File: config.mk
export PLATFORM = sky130hd
export DESIGN_NAME = kovacs_protocol_sequencer
export DESIGN_NICKNAME = d
export VERILOG_FILES = /design/src/rtl/kovacs_protocol_sequencer.sv
export SDC_FILE = /design/constraint.sdc
export NUM_CORES = 1
export LEC_CHECK = 0
export CORE_ASPECT_RATIO = 1.4
export CORE_MARGIN = 1
export CORE_UTILIZATION = 54
export CTS_CLUSTER_SIZE = 24
export DETAILED_ROUTE_END_ITERATION = 12
export HOLD_SLACK_MARGIN = 0.1
export PLACE_DENSITY = 0.92
export SLEW_MARGIN = 20
export SYNTH_ARGS = -nofsm -noshare
export SYNTH_HDL_FRONTEND = slang
export SYNTH_SLANG_ARGS = --single-unit
File: constraint.sdc
create_clock -name clk_i -period 12 [get_ports clk_i]
set_clock_uncertainty 0.15 [all_clocks]
set_input_delay 1.8 -clock clk_i [delete_from_list [all_inputs] [get_ports clk_i]]
set_output_delay 1.8 -clock clk_i [all_outputs]
set_load 0.01 [all_outputs]
File: src/rtl/kovacs_protocol_sequencer.sv
// kovacs_protocol_sequencer
//   Programmable N-phase protocol sequencer. It steps through a latched phase
//   table, where each phase has a hold length, a source select and an indicator
//   level. It drives a width-reduced DAC word and a phase indicator.
//   Build macro KOVACS_SEQ_ROUND_EN: when defined, the width reduction is
//   round-half-up with positive saturation. When undefined (the default), the
//   width reduction is plain truncation.
module kovacs_protocol_sequencer #(
    parameter int DATA_W   = 16,
    parameter int OUT_W    = 14,
    parameter int N_SRC    = 3,
    parameter int N_PHASES = 4,
    parameter int CNT_W    = 32,
    localparam int SW      = (N_SRC > 1) ? $clog2(N_SRC) : 1,
    localparam int PHW     = $clog2(N_PHASES),
    localparam int NPW     = $clog2(N_PHASES) + 1
) (
    input  logic                      clk_i,
    input  logic                      rst_i,
    input  logic [N_SRC*DATA_W-1:0]   data_i,
    input  logic [N_PHASES*CNT_W-1:0] phase_len_i,
    input  logic [N_PHASES*SW-1:0]    phase_src_i,
    input  logic [N_PHASES*OUT_W-1:0] phase_ind_i,
    input  logic [NPW-1:0]            n_phases_i,
    input  logic [CNT_W-1:0]          n_cycles_i,
    input  logic                      start_i,
    input  logic                      stop_i,
    output logic [OUT_W-1:0]          data_o,
    output logic [OUT_W-1:0]          indicator_o,
    output logic [PHW-1:0]            phase_o,
    output logic                      busy_o,
    output logic                      cycle_done_o,
    output logic                      done_o
);

    localparam logic [0:0] S_IDLE = 1'b0;
    localparam logic [0:0] S_RUN  = 1'b1;

    localparam int SH = DATA_W - OUT_W;

`ifdef KOVACS_SEQ_ROUND_EN
    localparam int              RSH = (SH > 0) ? SH - 1 : 0;
    localparam logic [DATA_W:0] RND = (SH > 0) ? ((DATA_W+1)'(1) << RSH) : '0;
`endif

    // Reduce a signed sample to OUT_W bits, keeping the sign.
    function automatic logic [OUT_W-1:0] f_reduce(input logic [DATA_W-1:0] s);
`ifdef KOVACS_SEQ_ROUND_EN
        logic [DATA_W:0] sum;
        // The rounding constant is positive, so only positive overflow is possible.
        sum = {s[DATA_W-1], s} + RND;
        if (!sum[DATA_W] && sum[DATA_W-1])
            return {1'b0, {(OUT_W-1){1'b1}}};
        return OUT_W'(sum >> SH);
`else
        return OUT_W'($signed(s) >>> SH);
`endif
    endfunction

    // Pick one source sample. An out-of-range index falls back to source 0.
    function automatic logic [DATA_W-1:0] f_pick(input logic [N_SRC*DATA_W-1:0] d,
                                                 input logic [SW-1:0]           idx);
        logic [DATA_W-1:0] v;
        v = d[DATA_W-1:0];
        for (int unsigned s = 1; s < N_SRC; s++)
            if (idx == SW'(s))
                v = d[s*DATA_W +: DATA_W];
        return v;
    endfunction

    logic [0:0]                r_state;
    logic [PHW-1:0]            r_phase;
    logic [CNT_W-1:0]          r_cnt;
    logic [CNT_W-1:0]          r_rep;
    logic [N_PHASES*CNT_W-1:0] r_len;
    logic [N_PHASES*SW-1:0]    r_src;
    logic [N_PHASES*OUT_W-1:0] r_ind;
    logic [NPW-1:0]            r_np;
    logic [CNT_W-1:0]          r_ncyc;
    logic [OUT_W-1:0]          r_data;
    logic [OUT_W-1:0]          r_ind_o;
    logic                      r_cycle_done;
    logic                      r_done;

    logic [NPW-1:0]            w_np_clamp;
    logic [CNT_W-1:0]          w_len_cur;
    logic [SW-1:0]             w_src_cur;
    logic [OUT_W-1:0]          w_ind_cur;
    logic                      w_phase_end;
    logic                      w_last;
    logic [CNT_W-1:0]          w_rep_next;

    // Clamp the requested phase count into [2, N_PHASES].
    always_comb begin
        w_np_clamp = n_phases_i;
        if (n_phases_i < NPW'(2))
            w_np_clamp = NPW'(2);
        else if (n_phases_i > NPW'(N_PHASES))
            w_np_clamp = NPW'(N_PHASES);
    end

    // Look up the latched table entry for the current phase.
    always_comb begin
        w_len_cur = r_len[CNT_W-1:0];
        w_src_cur = r_src[SW-1:0];
        w_ind_cur = r_ind[OUT_W-1:0];
        for (int unsigned p = 1; p < N_PHASES; p++) begin
            if (r_phase == PHW'(p)) begin
                w_len_cur = r_len[p*CNT_W +: CNT_W];
                w_src_cur = r_src[p*SW +: SW];
                w_ind_cur = r_ind[p*OUT_W +: OUT_W];
            end
        end
    end

    // Compare before incrementing, so a length of all ones never overflows.
    assign w_phase_end = (r_cnt == w_len_cur);
    assign w_last      = ({1'b0, r_phase} == (r_np - NPW'(1)));
    assign w_rep_next  = r_rep + CNT_W'(1);

    // Sequencer FSM: latch configuration on start, then step phases and repeats.
    always_ff @(posedge clk_i or posedge rst_i) begin
        if (rst_i) begin
            r_state      <= S_IDLE;
            r_phase      <= '0;
            r_cnt        <= '0;
            r_rep        <= '0;
            r_len        <= '0;
            r_src        <= '0;
            r_ind        <= '0;
            r_np         <= '0;
            r_ncyc       <= '0;
            r_cycle_done <= 1'b0;
            r_done       <= 1'b0;
        end else begin
            r_cycle_done <= 1'b0;
            r_done       <= 1'b0;
            case (r_state)
                S_IDLE: begin
                    if (start_i && !stop_i) begin
                        r_len   <= phase_len_i;
                        r_src   <= phase_src_i;
                        r_ind   <= phase_ind_i;
                        r_np    <= w_np_clamp;
                        r_ncyc  <= n_cycles_i;
                        r_cnt   <= '0;
                        r_rep   <= '0;
                        r_phase <= '0;
                        r_state <= S_RUN;
                    end
                end
                S_RUN: begin
                    if (w_phase_end) begin
                        r_cnt <= '0;
                        if (w_last) begin
                            r_cycle_done <= 1'b1;
                            r_rep        <= w_rep_next;
                            r_phase      <= '0;
                            if (!stop_i && (r_ncyc != '0) && (w_rep_next == r_ncyc)) begin
                                r_done  <= 1'b1;
                                r_state <= S_IDLE;
                            end
                        end else begin
                            r_phase <= r_phase + PHW'(1);
                        end
                    end else begin
                        r_cnt <= r_cnt + CNT_W'(1);
                    end
                    // Stop overrides the phase step but still lets a wrap report cycle_done.
                    if (stop_i) begin
                        r_state <= S_IDLE;
                        r_phase <= '0;
                        r_cnt   <= '0;
                    end
                end
                default: r_state <= S_IDLE;
            endcase
        end
    end

    // Output stage: register the DAC word and indicator from the current phase.
    always_ff @(posedge clk_i or posedge rst_i) begin
        if (rst_i) begin
            r_data  <= '0;
            r_ind_o <= '0;
        end else if (r_state == S_RUN) begin
            r_data  <= f_reduce(f_pick(data_i, w_src_cur));
            r_ind_o <= w_ind_cur;
        end else begin
            r_data  <= f_reduce(f_pick(data_i, phase_src_i[SW-1:0]));
            r_ind_o <= '0;
        end
    end

    assign data_o       = r_data;
    assign indicator_o  = r_ind_o;
    assign phase_o      = r_phase;
    assign busy_o       = (r_state == S_RUN);
    assign cycle_done_o = r_cycle_done;
    assign done_o       = r_done;

endmodule

# [Word level (Yosys, flattened, before mapping)]
# Index checks and enable logic that the tools add are counted.
[totals] regBits=324 latch_bits=0 ramBits=0 mem_bits_ro=0 input_bits=279 out_inout_bits=33 word_cells=84 n_memories=0
[classes] n_addsub=4 multipliers=0 div_mod_pow=0 order_cmp=2 n_eq_ne=14 shifts=0 muxes=42 bitwise=1 n_reduce_logical=8
[op_table] op="two-way mux 32 bit" n=8
[op_table] op="case mux 32 bit (2 select lines)" n=2
[op_table] op="two-way mux 14 bit" n=5
[op_table] op="adder 32 x 1 -> 32 bit, second input constant" n=2
[op_table] op="equality test 32 bit" n=2
[op_table] op="two-way mux 16 bit" n=4
[op_table] op="nonzero test 32 bit" n=1
[op_table] op="two-way mux 2 bit" n=7
[op_table] op="two-way mux 1 bit" n=12
[op_table] op="equality test 2 bit, second input constant" n=4
[op_table] op="equality test 2 x 1 -> 1 bit, second input constant" n=3
[op_table] op="two-way mux 3 bit" n=2
[op_table] op="inequality test 2 x 1 -> 1 bit, second input constant" n=2
[op_table] op="case mux 2 bit (2 select lines)" n=1
[op_table] op="AND reduction 2 bit" n=2
[op_table] op="equality test 2 x 3 -> 1 bit" n=1
[op_table] op="greater-than comparator 3 bit, second input constant" n=1
[op_table] op="logical AND 1 bit" n=3
[op_table] op="< comparator 3 x 2 -> 1 bit, second input constant" n=1
[op_table] op="inequality test 3 x 2 -> 1 bit, second input constant" n=1
[op_table] op="AND reduction 3 bit" n=1
[op_table] op="subtractor 3 x 1 -> 3 bit, second input constant" n=1
[op_table] op="adder 2 x 1 -> 2 bit, second input constant" n=1
[op_table] op="inequality test 2 bit, second input constant" n=1
[op_table] op="3 further kinds" n=3

# [Logic depth before layout (Yosys ltp)]
[depth] word_depth=8 ltp_mapped=15 mapped_depth_nobuf=10

# [Worst setup path after synthesis]
# No wires, ideal clock.
[synth_path] path_kind="input to register" from="in stop_i" to="reg r_cnt[28]" setup_ps=125 arrival_ps=3549 t_required_ps=11725 setup_slack_ps=8176 cell_stages=9 n_path_buf=1 cell_sequence="nand2b_1 > and2_1 > clkbuf_1 > nor3_1 > nand3_1 > nor4_1 > nand3_1 > xor2_1 > nor2_1"
[synth_between] elab_chain_len=3
[synth_rtl] element="start: declaration" line_no="27" rtl="input logic stop_i,"
[synth_rtl] element="zero test 1 bit" line_no="140" rtl="if (start_i && !stop_i) begin"
[synth_rtl] element="logical AND 1 bit" line_no="140"
[synth_rtl] element="inequality test 2 bit (no line)"
[synth_rtl] element="end signal: assignment" line_no="167" rtl="r_cnt <= r_cnt + CNT_W'(1);"
[synth_rtl] element="end: declaration" line_no="73" rtl="logic [CNT_W-1:0] r_cnt;"
# Parallel ways exist; a longest one is shown, timed or not.
# A chain may end at the register's enable or synchronous reset.

# [Worst setup path in the final report]
[layout_path] from="reg r_phase[1] (netlist: phase_o[1])" to="reg r_rep[3]"
[layout_between] elab_chain_len=7
[layout_rtl] element="start: declaration" line_no="72" rtl="logic [PHW-1:0] r_phase;"
[layout_rtl] element="start signal: assignment" line_no="164" rtl="r_phase <= r_phase + PHW'(1);"
[layout_rtl] element="equality test 2 x 1 -> 1 bit" line_no="108" rtl="if (r_phase == PHW'(p)) begin"
[layout_rtl] element="two-way mux 32 bit (3 in a row)" line_no="108"
[layout_rtl] element="equality test 32 bit" line_no="117" rtl="assign w_phase_end = (r_cnt == w_len_cur);"
[layout_rtl] element="inequality test 2 x 1 -> 1 bit (no line)"
[layout_rtl] element="AND reduction 3 bit (no line) *"
[layout_rtl] element="end signal: assignment" line_no="157" rtl="r_rep <= w_rep_next;"
[layout_rtl] element="end: declaration" line_no="74" rtl="logic [CNT_W-1:0] r_rep;"
# Every way passes the cells marked *; elsewhere a longest branch is shown, timed or not.

==> flow_summary.ini <==
[clocking]
clkSlewWorstSetupHoldPaths_ns = 0.07
cts_max_level = 2
postCtsSetupBuffers = 0
cts_buffers = 34
cts_buffer_depth = 3
cts.sinks = 324
cts_tree = built
cts_resized = 0
clk_latency_ns = 0.54
cts-root-buf = clkbuf_16
ctsHoldBuffers = 0

[routing]
wl_met3_mm = 2.66
drc_errors = 0
antenna_left = 0
first_pass_iters = 8
wl_mm = 53.0
vias = 16000
vias_per_cell = 5.82
route.met2.wl_mm = 26.9
top_layer = met4
first_iter_violations = 1290
wire_per_inst_um = 19.3
wl_met1_mm = 19.1

[critical_path]
critPathCapture = r_rep[3]
slowest_delay_ns = 0.74
r2r_setup_slack_ns = 6.77
worstPathCellList = ha_2 -> buf_4 -> nor2b_1 -> a22oi_1 -> or4_1 -> nor3_1 -> a31o_2 -> nand4_1 -> and2_2 -> a211o_1
cp_slowest_cell = nor2b_1
cp_top_family = simple AND/OR/NAND/NOR gates
r2r_cells = 10
cp.buffers_inverters = 1
worst_setup_path_end_kind = flip-flop
worst-setup-path-type = reg2reg
path_max_fanout = 46
worst-path-stages = 10
crit_start = phase_o[1]
r2r_end = r_rep[3]
critPathLaunchType = flip-flop
crit_arrival_ns = 5.49
r2r-start = phase_o[1]
worstPathRequired_ns = 12.26

[pwr]
power_density_nw_per_um2 = 131
p_leak_nw = 9.91
ir_drop_mv = 0.0958

[yosys]
async_flop_share = 1.00
synth_nets = 2358
syn_area_per_cell_um2 = 8.50
syn_area_um2 = 17600
syn_inst = 2073
synth_warnings = 0
netlist-cell-type-count = 76
ys_seq_elements = 324
seq_area_frac_synth = 0.460
synth_edf_count = 0
synth-main-ff-cell = dfrtp_1

[place]
gp_congestion = 0.951
post-place-ws_ns = 6.64
port_buffers = 305
dpl-instance-area_um2 = 20800
dp_hpwl_mm = 37.7

[floorplanning]
floorplan.initialDensity = 0.553
core_area_um2 = 31900
num_io_pins = 312
die_y_um = 216
die-area_um2 = 33400
rows = 77
die_w_um = 155

[sta]
period_needed_ns = 5.23
relSlewSlack = 0.299
finalSetupTns_ns = 0
holdWs_ns = 0.325
worstMarginPinSlew_ns = 1.05
hold_violations = 0
rsz0062_at_grt = false
maxSlewViolCount = 0
fmax_mhz = 191
fin_crit_sh = 0.436
setup_viol = 0
layout_setup_ws_ns = 6.77

[cells_and_area]
seqCellArea_um2 = 8110
layout.nets = 2576
most-common-layout-cells = nand2_1, dfrtp_1, clkdlybuf4s50_1
multiInputGateArea_um2 = 8860
drive_gt1_frac = 0.0527
syn2layout_area_growth_pct = 23.9
final_common_cell = nand2_1
stdcell_area_um2 = 21800
fill_cells = 2398

[grt]
grt_pass1_wl_mm = 82.5
grt.total_usage = 0.317
grt_pass1_vias = 15700
antenna_found_initial = 3
grt-ovfl-total = 0
grt_max_degree = 185

[run]
cap_violations = 0

[run_status]
status = completed

[hold_path]
min_delay_path_depth = 2
hold_class = reg2reg
[synthesized netlist by cell type, types with 8 or more instances]
cell type	n	area (um2)
a21bo_2	19	190
a21o_1	22	165
a21oi_1	59	295
a22oi_1	12	90.1
and3_1	11	68.8
and3b_1	19	166
and4_1	10	87.6
buf_1	14	52.6
buf_2	19	95.1
clkbuf_1	92	345
dfrtp_1	324	8110
inv_1	22	82.6
mux2_2	16	180
mux2i_1	69	691
nand2_1	740	2780
nand2b_1	18	113
nand3_1	38	190
nand3b_1	9	67.6
nand4_1	25	156
nor2_1	117	439
nor2b_1	31	194
nor3_1	15	75.1
nor3b_1	21	158
nor4_1	18	113
o211ai_1	15	113
o21ai_0	40	200
o22ai_1	18	113
o31ai_1	14	105
o32ai_1	19	166
or2_2	8	50.1
or3_1	14	87.6
xnor2_1	78	683
xor2_1	25	219
[worst min-delay path by stage]
stage	from	to	slack, ns
after floorplan	r_src[7]	r_src[7]	0.29
after global routing	r_len[82]	r_len[82]	0.34
after detailed placement	r_src[7]	r_src[7]	0.31
after global placement	r_src[7]	r_src[7]	0.31
final	r_len[52]	r_len[52]	0.32
after CTS	r_len[53]	r_len[53]	0.33
[flip-flops by register name (all words and copies together), names as in the netlist]
signal,flops
data_o,14
cycle_done_o,1
done_o,1
indicator_o,14
r_np,3
r_src,8
r_cnt,32
r_rep,32
phase_o,2
r_ind,56
r_len,128
busy_o,1
r_ncyc,32
[routing by layer]
layer / track usage / vias to the layer above
li1: - / 7384
met2: 0.548 / 692
met1: 0.351 / 7687
met5: 0 / -
met3: 0.0466 / 244
met4: 0.244 / 0
[stage by stage]
stage / total power [mW] / utilization / cells
5_1_grt: 2.97 / 0.685 / 2751
3_5_place_dp: 1.85 / 0.651 / 2688
6_report: 2.86 / 0.685 / 2751
4_1_cts: 2.86 / 0.683 / 2747
2_1_floorplan: 1.61 / - / 2073
3_3_place_gp: 1.82 / 0.651 / 2688
[worst reg2reg max path, delay by kind of cell, from the launching register on]
kind	cells	cell delay (ns)
AO/OA/AOI/OAI	3	0.86
AND/OR/NAND/NOR	5	2.28
adder cells (fa/ha/maj)	1	0.72
flip-flops	1	0.54
buffers and inverters	1	0.56
[area by class of cell]
cell class,instances,area share
Inverter,23,0.00430
Timing Repair Buffer,319,0.146
Multi-Input combinational cell,1589,0.406
Clock buffer,52,0.0434
Tap cell,434,0.0249
Clock inverter,7,0.00378
Antenna cell,3,0.000344
Sequential cell,324,0.371
[power by group]
group          internal (mW)  switching [mW]
logic                  0.237           0.266
registers               1.23           0.108
clock network          0.571           0.447
[kinds of logic after synthesis]
logic type,synth area share
simple gates,0.287
flops,0.460
compound gates,0.106
buf+inv,0.0393
xor+xnor,0.0538
mux,0.0494
fa+ha+maj,0.00426
No activity file was read; power rests on OpenSTA's default activity.
